**src/rtl/cpu_pkg.sv**
```systemverilog
// Shared CPU datapath types: register-file geometry and the writeback entry record.
package cpu_pkg;

    localparam int XLEN   = 64;
    localparam int REG_AW = 5;
    localparam int NREGS  = 1 << REG_AW;

    typedef struct packed {
        logic              valid;
        logic [REG_AW-1:0] rd;
        logic [XLEN-1:0]   data;
    } wb_entry_t;

    function automatic logic [NREGS-1:0] rd_onehot(input logic [REG_AW-1:0] rd);
        logic [NREGS-1:0] m;
        m     = '0;
        m[rd] = 1'b1;
        return m;
    endfunction

endpackage

```
**src/rtl/wb_fifo.sv**
```systemverilog
// In-order buffer of writeback entries with per-entry kill-by-destination.
// Latency: a pushed entry can be popped the cycle after the push.
// Backpressure: full is state-only; the caller must not push while full or pop while empty.
module wb_fifo
    import cpu_pkg::*;
#(
    parameter int DEPTH = 4
) (
    input  logic                          clk,
    input  logic                          rst_n,
    input  logic                          push,
    input  wb_entry_t                     push_entry,
    input  logic                          pop,
    input  logic                          kill_en,
    input  logic [REG_AW-1:0]             kill_rd,
    output wb_entry_t                     head,
    output logic                          full,
    output logic                          empty,
    output logic [DEPTH-1:0]              ent_valid,
    output logic [DEPTH-1:0][REG_AW-1:0]  ent_rd
);

    localparam int PW = $clog2(DEPTH);
    localparam int CW = $clog2(DEPTH + 1);

    logic [PW-1:0]     wr_ptr;
    logic [PW-1:0]     rd_ptr;
    logic [CW-1:0]     count;
    logic [DEPTH-1:0]  vld;
    logic [REG_AW-1:0] rd_q   [DEPTH];
    logic [XLEN-1:0]   data_q [DEPTH];

    assign full  = (count == CW'(DEPTH));
    assign empty = (count == '0);

    assign head.valid = vld[rd_ptr];
    assign head.rd    = rd_q[rd_ptr];
    assign head.data  = data_q[rd_ptr];

    always_ff @(posedge clk or negedge rst_n) begin
        if (!rst_n) begin
            wr_ptr <= '0;
            rd_ptr <= '0;
            count  <= '0;
        end else begin
            if (push) wr_ptr <= wr_ptr + 1'b1;
            if (pop)  rd_ptr <= rd_ptr + 1'b1;
            case ({push, pop})
                2'b10:   count <= count + 1'b1;
                2'b01:   count <= count - 1'b1;
                default: ;
            endcase
        end
    end

    // Valid bits are cleared on pop so an unoccupied slot never reports a pending write.
    always_ff @(posedge clk or negedge rst_n) begin
        if (!rst_n) begin
            vld <= '0;
        end else begin
            for (int i = 0; i < DEPTH; i++) begin
                if ((pop && (PW'(i) == rd_ptr)) || (kill_en && (rd_q[i] == kill_rd)))
                    vld[i] <= 1'b0;
            end
            if (push) vld[wr_ptr] <= push_entry.valid;
        end
    end

    always_ff @(posedge clk) begin
        if (push) begin
            rd_q[wr_ptr]   <= push_entry.rd;
            data_q[wr_ptr] <= push_entry.data;
        end
    end

    always_comb begin
        ent_rd = '0;
        for (int i = 0; i < DEPTH; i++) ent_rd[i] = rd_q[i];
    end

    assign ent_valid = vld;

endmodule

```
**src/rtl/wb_arbiter.sv**
```systemverilog
// Merges ALU and load results onto the single register-file write port (optional WB_STARVE_GUARD_EN).
// Latency: ALU 1 cycle; load 1 cycle via bypass, else >=1 cycle after reaching the buffer head.
// Backpressure: lsu_ready drops while the buffer is full; alu_stall rises only on a forced load slot.
module wb_arbiter
    import cpu_pkg::*;
#(
    parameter int DEPTH        = 4,
    parameter int STARVE_LIMIT = 8
) (
    input  logic              clk,
    input  logic              rst_n,
    input  logic              alu_valid,
    input  logic [REG_AW-1:0] alu_rd,
    input  logic [XLEN-1:0]   alu_data,
    output logic              alu_stall,
    input  logic              lsu_valid,
    input  logic [REG_AW-1:0] lsu_rd,
    input  logic [XLEN-1:0]   lsu_data,
    output logic              lsu_ready,
    output logic              wb_we,
    output logic [REG_AW-1:0] wb_wa,
    output logic [XLEN-1:0]   wb_wd,
    output logic [NREGS-1:0]  pend_mask
);

    if (STARVE_LIMIT < 1 || DEPTH < 2 || (DEPTH & (DEPTH - 1)) != 0) begin : g_bad_cfg
        $error("wb_arbiter: DEPTH must be a power of two >= 2 and STARVE_LIMIT >= 1");
    end

    wb_entry_t                   head;
    wb_entry_t                   push_entry;
    logic                        full;
    logic                        empty;
    logic [DEPTH-1:0]            ent_valid;
    logic [DEPTH-1:0][REG_AW-1:0] ent_rd;

    logic lsu_acc;
    logic lsu_live;
    logic force_pop;
    logic alu_take;
    logic pop;
    logic bypass;
    logic push;
    logic kill_en;

    assign lsu_ready = !full;
    assign lsu_acc   = lsu_valid && !full;
    // Loads to x0 are accepted and dropped on the floor.
    assign lsu_live  = lsu_acc && (lsu_rd != '0);

`ifdef WB_STARVE_GUARD_EN
    localparam int SW = $clog2(STARVE_LIMIT + 1);
    logic [SW-1:0] starve_cnt;

    assign force_pop = !empty && (starve_cnt == SW'(STARVE_LIMIT));

    always_ff @(posedge clk or negedge rst_n) begin
        if (!rst_n)
            starve_cnt <= '0;
        else if (empty || pop)
            starve_cnt <= '0;
        else
            starve_cnt <= starve_cnt + 1'b1;
    end
`else
    assign force_pop = 1'b0;
`endif

    assign alu_stall = force_pop;
    assign alu_take  = alu_valid && !force_pop;
    assign pop       = force_pop || (!alu_valid && !empty);
    assign bypass    = !alu_valid && empty && lsu_live;
    assign push      = lsu_live && !bypass;
    assign kill_en   = alu_take && (alu_rd != '0);

    // A load arriving alongside an ALU write to the same register is the older one.
    assign push_entry.valid = !(kill_en && (lsu_rd == alu_rd));
    assign push_entry.rd    = lsu_rd;
    assign push_entry.data  = lsu_data;

    wb_fifo #(
        .DEPTH (DEPTH)
    ) u_fifo (
        .clk        (clk),
        .rst_n      (rst_n),
        .push       (push),
        .push_entry (push_entry),
        .pop        (pop),
        .kill_en    (kill_en),
        .kill_rd    (alu_rd),
        .head       (head),
        .full       (full),
        .empty      (empty),
        .ent_valid  (ent_valid),
        .ent_rd     (ent_rd)
    );

    // A killed head still pops but retires as a bubble.
    always_ff @(posedge clk or negedge rst_n) begin
        if (!rst_n) begin
            wb_we <= 1'b0;
            wb_wa <= '0;
            wb_wd <= '0;
        end else if (pop) begin
            wb_we <= head.valid;
            wb_wa <= head.rd;
            wb_wd <= head.data;
        end else if (alu_take) begin
            wb_we <= (alu_rd != '0);
            wb_wa <= alu_rd;
            wb_wd <= alu_data;
        end else if (bypass) begin
            wb_we <= 1'b1;
            wb_wa <= lsu_rd;
            wb_wd <= lsu_data;
        end else begin
            wb_we <= 1'b0;
        end
    end

    always_comb begin
        pend_mask = '0;
        for (int i = 0; i < DEPTH; i++) begin
            if (ent_valid[i]) pend_mask = pend_mask | rd_onehot(ent_rd[i]);
        end
        if (wb_we) pend_mask = pend_mask | rd_onehot(wb_wa);
        pend_mask[0] = 1'b0;
    end

endmodule
```
**config.mk**
```make
export PLATFORM = sky130hd
export DESIGN_NAME = wb_arbiter
export DESIGN_NICKNAME = d
export VERILOG_FILES = /design/src/rtl/cpu_pkg.sv /design/src/rtl/wb_fifo.sv /design/src/rtl/wb_arbiter.sv
export SDC_FILE = /design/constraint.sdc
export NUM_CORES = 1
export LEC_CHECK = 0
export CORE_UTILIZATION = 35
export CTS_CLUSTER_SIZE = 28
export DETAILED_ROUTE_END_ITERATION = 10
export HOLD_SLACK_MARGIN = 0.05
export SYNTH_ARGS = -nofsm -noshare
export SYNTH_HDL_FRONTEND = slang
export SYNTH_SLANG_ARGS = --single-unit
```
**constraint.sdc**
```tcl
create_clock -name clk -period 4.45 [get_ports clk]
set_input_delay 0.89 -clock clk [delete_from_list [all_inputs] [get_ports clk]]
set_output_delay 0.89 -clock clk [all_outputs]
set_load 0.01 [all_outputs]
```
==> impl_metrics.csv <==
group,metric,value,unit
setup_path,endpoint_kind,"output pin",
global_route,antenna_found_initial,3,
synth,synthCells,1086,
setup_path,cp_max_fo,9,
synth,yosysWarnings,0,
setup_path,cp-start-kind,"flip-flop",
die,dieArea,47700,µm²
job,max_cap_viol_count,0,
synth,synth_top_family_by_area,"multiplexers",
route,wire_per_inst,23.4,µm
sta,setup-tns-final,0,ns
synth,ys_seq_area_share,62.9,%
synth,synthArstFlopShare,22.7,%
sta,rsz0062_at_grt,"false",
finish,syn_to_final_growth,26.1,%
power_and_ir_drop,peakVddDrop,0.288,mV
route,viasPerCell,5.50,
sta,hold_viol_final,0,
synth,synthXorXnorAreaFrac,1.60,%
cts,clk_pin_slew,0.07,ns
cts,cts_max_path_buffers,3,
route,drc,0,
synth,synth_compound_area_share,5.84,%
power_and_ir_drop,power_density,603,nW/µm²
synth,synth_fa_ha_area_share,0.809,%
cts,cts_setup_buffers,0,
cts,cts_buffers,39,
finish,layout-drive-gt1-share,16.7,%
die,boundaryPins,246,
synth,synth-simple-area-share,7.76,%
status,status,"completed",
die,die_h,218,µm
cts,root_buffer,"clkbuf_16",
setup_path,worstPathBufferInverterCount,2,
sta,whs,0.480,ns
finish,final_nets,1456,
global_route,grt_max_degree,65,
cts,worstSkewPairLatency,0.52,ns
route,wl,45.2,mm
sta,setup_viol,0,
route,ant_nets,0,
placed_design,placed_cells,1863,
cts,holdBufCountCts,0,
sta,fmax,279,MHz
cts,cts_tree,"done",
sta,clock_skew,0.0152,ns
setup_path,critPathMaxStageDelay,0.62,ns
die,start_util,35.8,%
sta,worstMarginPinSlew,1.04,ns
finish,stdcell_count,1933,
setup_path,crit_family,"simple AND/OR/NAND/NOR gates",
synth,netlist_area,16400,µm²
synth,synth.ff_latch_count,357,
sta,slew_violations,0,
min_path,min_path_type,"in -> async",
setup_path,path_cells,"inv_1 -> nor3_1 -> a22oi_1 -> nand3_1 -> clkdlybuf4s50_1",
global_route,grt_pass1_vias,11097,
synth,synthMuxAreaShare,18.4,%
placed_design,gp_congestion,0.887,
synth,synth_edf_count,276,
setup_path,required,3.56,ns
cts,cts_num_sinks,357,
power_and_ir_drop,p_leak,7.14,nW
global_route,overflow,0,
die,die_x,218,µm
finish,antenna_cells,0,
route,vias,10635,
setup_path,cp.arrival,2.70,ns
synth,synth.avg_cell_area,15.1,µm²
cts,cts_resized,0,
sta,period_share,80.7,%
route,dr.first_iter.drc_count,1047,
route,drt_first_pass_iters,6,
die,core_region_area,45800,µm²
synth,synthDistinctLibCells,47,
setup_path,critPathSlowestCell,"nor3_1",
cts,h-tree-depth,2,
placed_design,dp_hpwl,29.1,mm
global_route,grt_pass1_wl,69.0,mm
synth,synthFlopType,"edfxtp_1",
setup_path,crit_type,"reg -> out",
sta,slew_headroom,30.7,%
die,rows,78,
global_route,gr-usage-all-layers,19.0,%
sta,period_needed,3.59,ns
placed_design,io_buffers,243,
-- per-stage QoR --
step           total power (W)  cell area [µm²]  util, %  worst slack, ns
2_1_floorplan          0.00751            16400        -            0.589
3_3_place_gp           0.00935            19400     42.4            0.721
3_5_place_dp           0.00938            19400     42.4            0.716
4_1_cts                 0.0126            20700     45.2            0.928
5_1_grt                 0.0131            20700     45.2            0.771
6_report                0.0125            20700     45.2            0.860
-- Yosys cell counts, types with 4 or more instances --
library cell	count	area, µm²
xnor2_1	12	105
mux2_2	56	631
buf_1	7	26.3
nand3_1	25	125
a221oi_1	4	35.0
and3_1	6	37.5
nand4_1	4	25.0
a22oi_1	29	218
a222oi_1	6	60.1
buf_2	12	60.1
clkbuf_1	61	229
mux2i_1	70	701
mux4_2	70	1580
nor3_1	81	405
nor2_1	40	150
dfrtp_1	81	2030
a22o_1	4	35.0
inv_1	18	67.6
a21oi_1	64	320
o221ai_1	16	140
nor3b_1	15	113
nand3b_1	24	180
ha_1	9	113
mux2_4	5	75.1
nand2_1	23	86.3
xor2_1	18	158
and2_1	4	25.0
edfxtp_1	276	8290
o22ai_1	16	100
-- registers in the layout, indices dropped and copies added, names as in the netlist --
register and count:
u_fifo.rd_q 20, u_fifo.data_q 256, wb_we 1, wb_wd 64
wb_wa 5, u_fifo.count 3, u_fifo.rd_ptr 2, u_fifo.wr_ptr 2
u_fifo.ent_valid 4
-- worst register-to-register path, delay by kind of cell, from the launching register on --
family / cells / cell delay, ns
simple gates: 2 / 1.17
flops: 1 / 0.46
buf+inv: 1 / 0.34
compound gates: 1 / 0.49
-- cells in the final DEF, fill, tap and decap left out, types with 7 or more instances in the layout --
master           count
nor3b_1             15
clkbuf_1            11
nor3_1              80
clkbuf_8             7
nand3b_1            24
edfxtp_1           276
mux4_2              70
a22oi_1             29
o22ai_1             16
nor2_1              40
mux2_2              56
nand3_1             25
ha_1                 9
inv_1               18
clkdlybuf4s50_1    241
dfrtp_1             79
xnor2_1             12
clkbuf_16           39
xor2_1              18
a21oi_1             64
buf_4               16
nand2_1             23
o221ai_1            16
mux2i_1             70
-- final timing paths --
path                       cells past startpoint           endpoint  slack [ns]            start
setup reg to reg                               4  u_fifo.rd_q[0][1]        1.69  u_fifo.count[2]
max in group asynchronous                      2          wb_wd[53]        3.02            rst_n
min in group clk                               1          wb_wd[51]        0.50        wb_wd[51]
hold / removal                                 1          wb_wd[20]        0.48            rst_n
setup / recovery                               5       pend_mask[8]        0.86         wb_wa[3]
hold reg to reg                                1          wb_wd[51]        0.50        wb_wd[51]
-- layout make-up --
type | count | area [µm²]
Clock buffer | 57 | 1110
Timing Repair Buffer | 261 | 2600
Sequential cell | 357 | 10300
Inverter | 18 | 67.6
Clock inverter | 13 | 148
Tap cell | 600 | 751
Multi-Input combinational cell | 627 | 5660
Fill cell | 4036 | 25100
-- layer usage --
metal / part of all wire [%] / vias up / global-route usage [%] / wire length, µm
li1: - / 4717 / - / -
met1: 45 / 5409 / 26.9 / 20300
met2: 46 / 436 / 29.8 / 20800
met3: 7.4 / 67 / 4.12 / 3320
met4: 1.6 / 6 / 4.01 / 706
met5: 0.089 / - / 0 / 40
-- power breakdown --
group / internal (W) / switching, W
sequential: 0.00451 / 0.000707
clock: 0.00191 / 0.00126
combinational: 0.00212 / 0.00196
-- cell families (layout without fill, tap and decap cells) --
kind of cell / after synthesis / in the layout
and+or+nand+nor: 236 / 236
AOI/OAI and AO/OA: 145 / 145
other: 1 / 2
muxes: 204 / 204
DFF: 357 / 357
adders and majority gates: 10 / 10
buffers and inverters: 103 / 349
xor gates and xnor gates: 30 / 30
(Power assumes the default switching activity.)
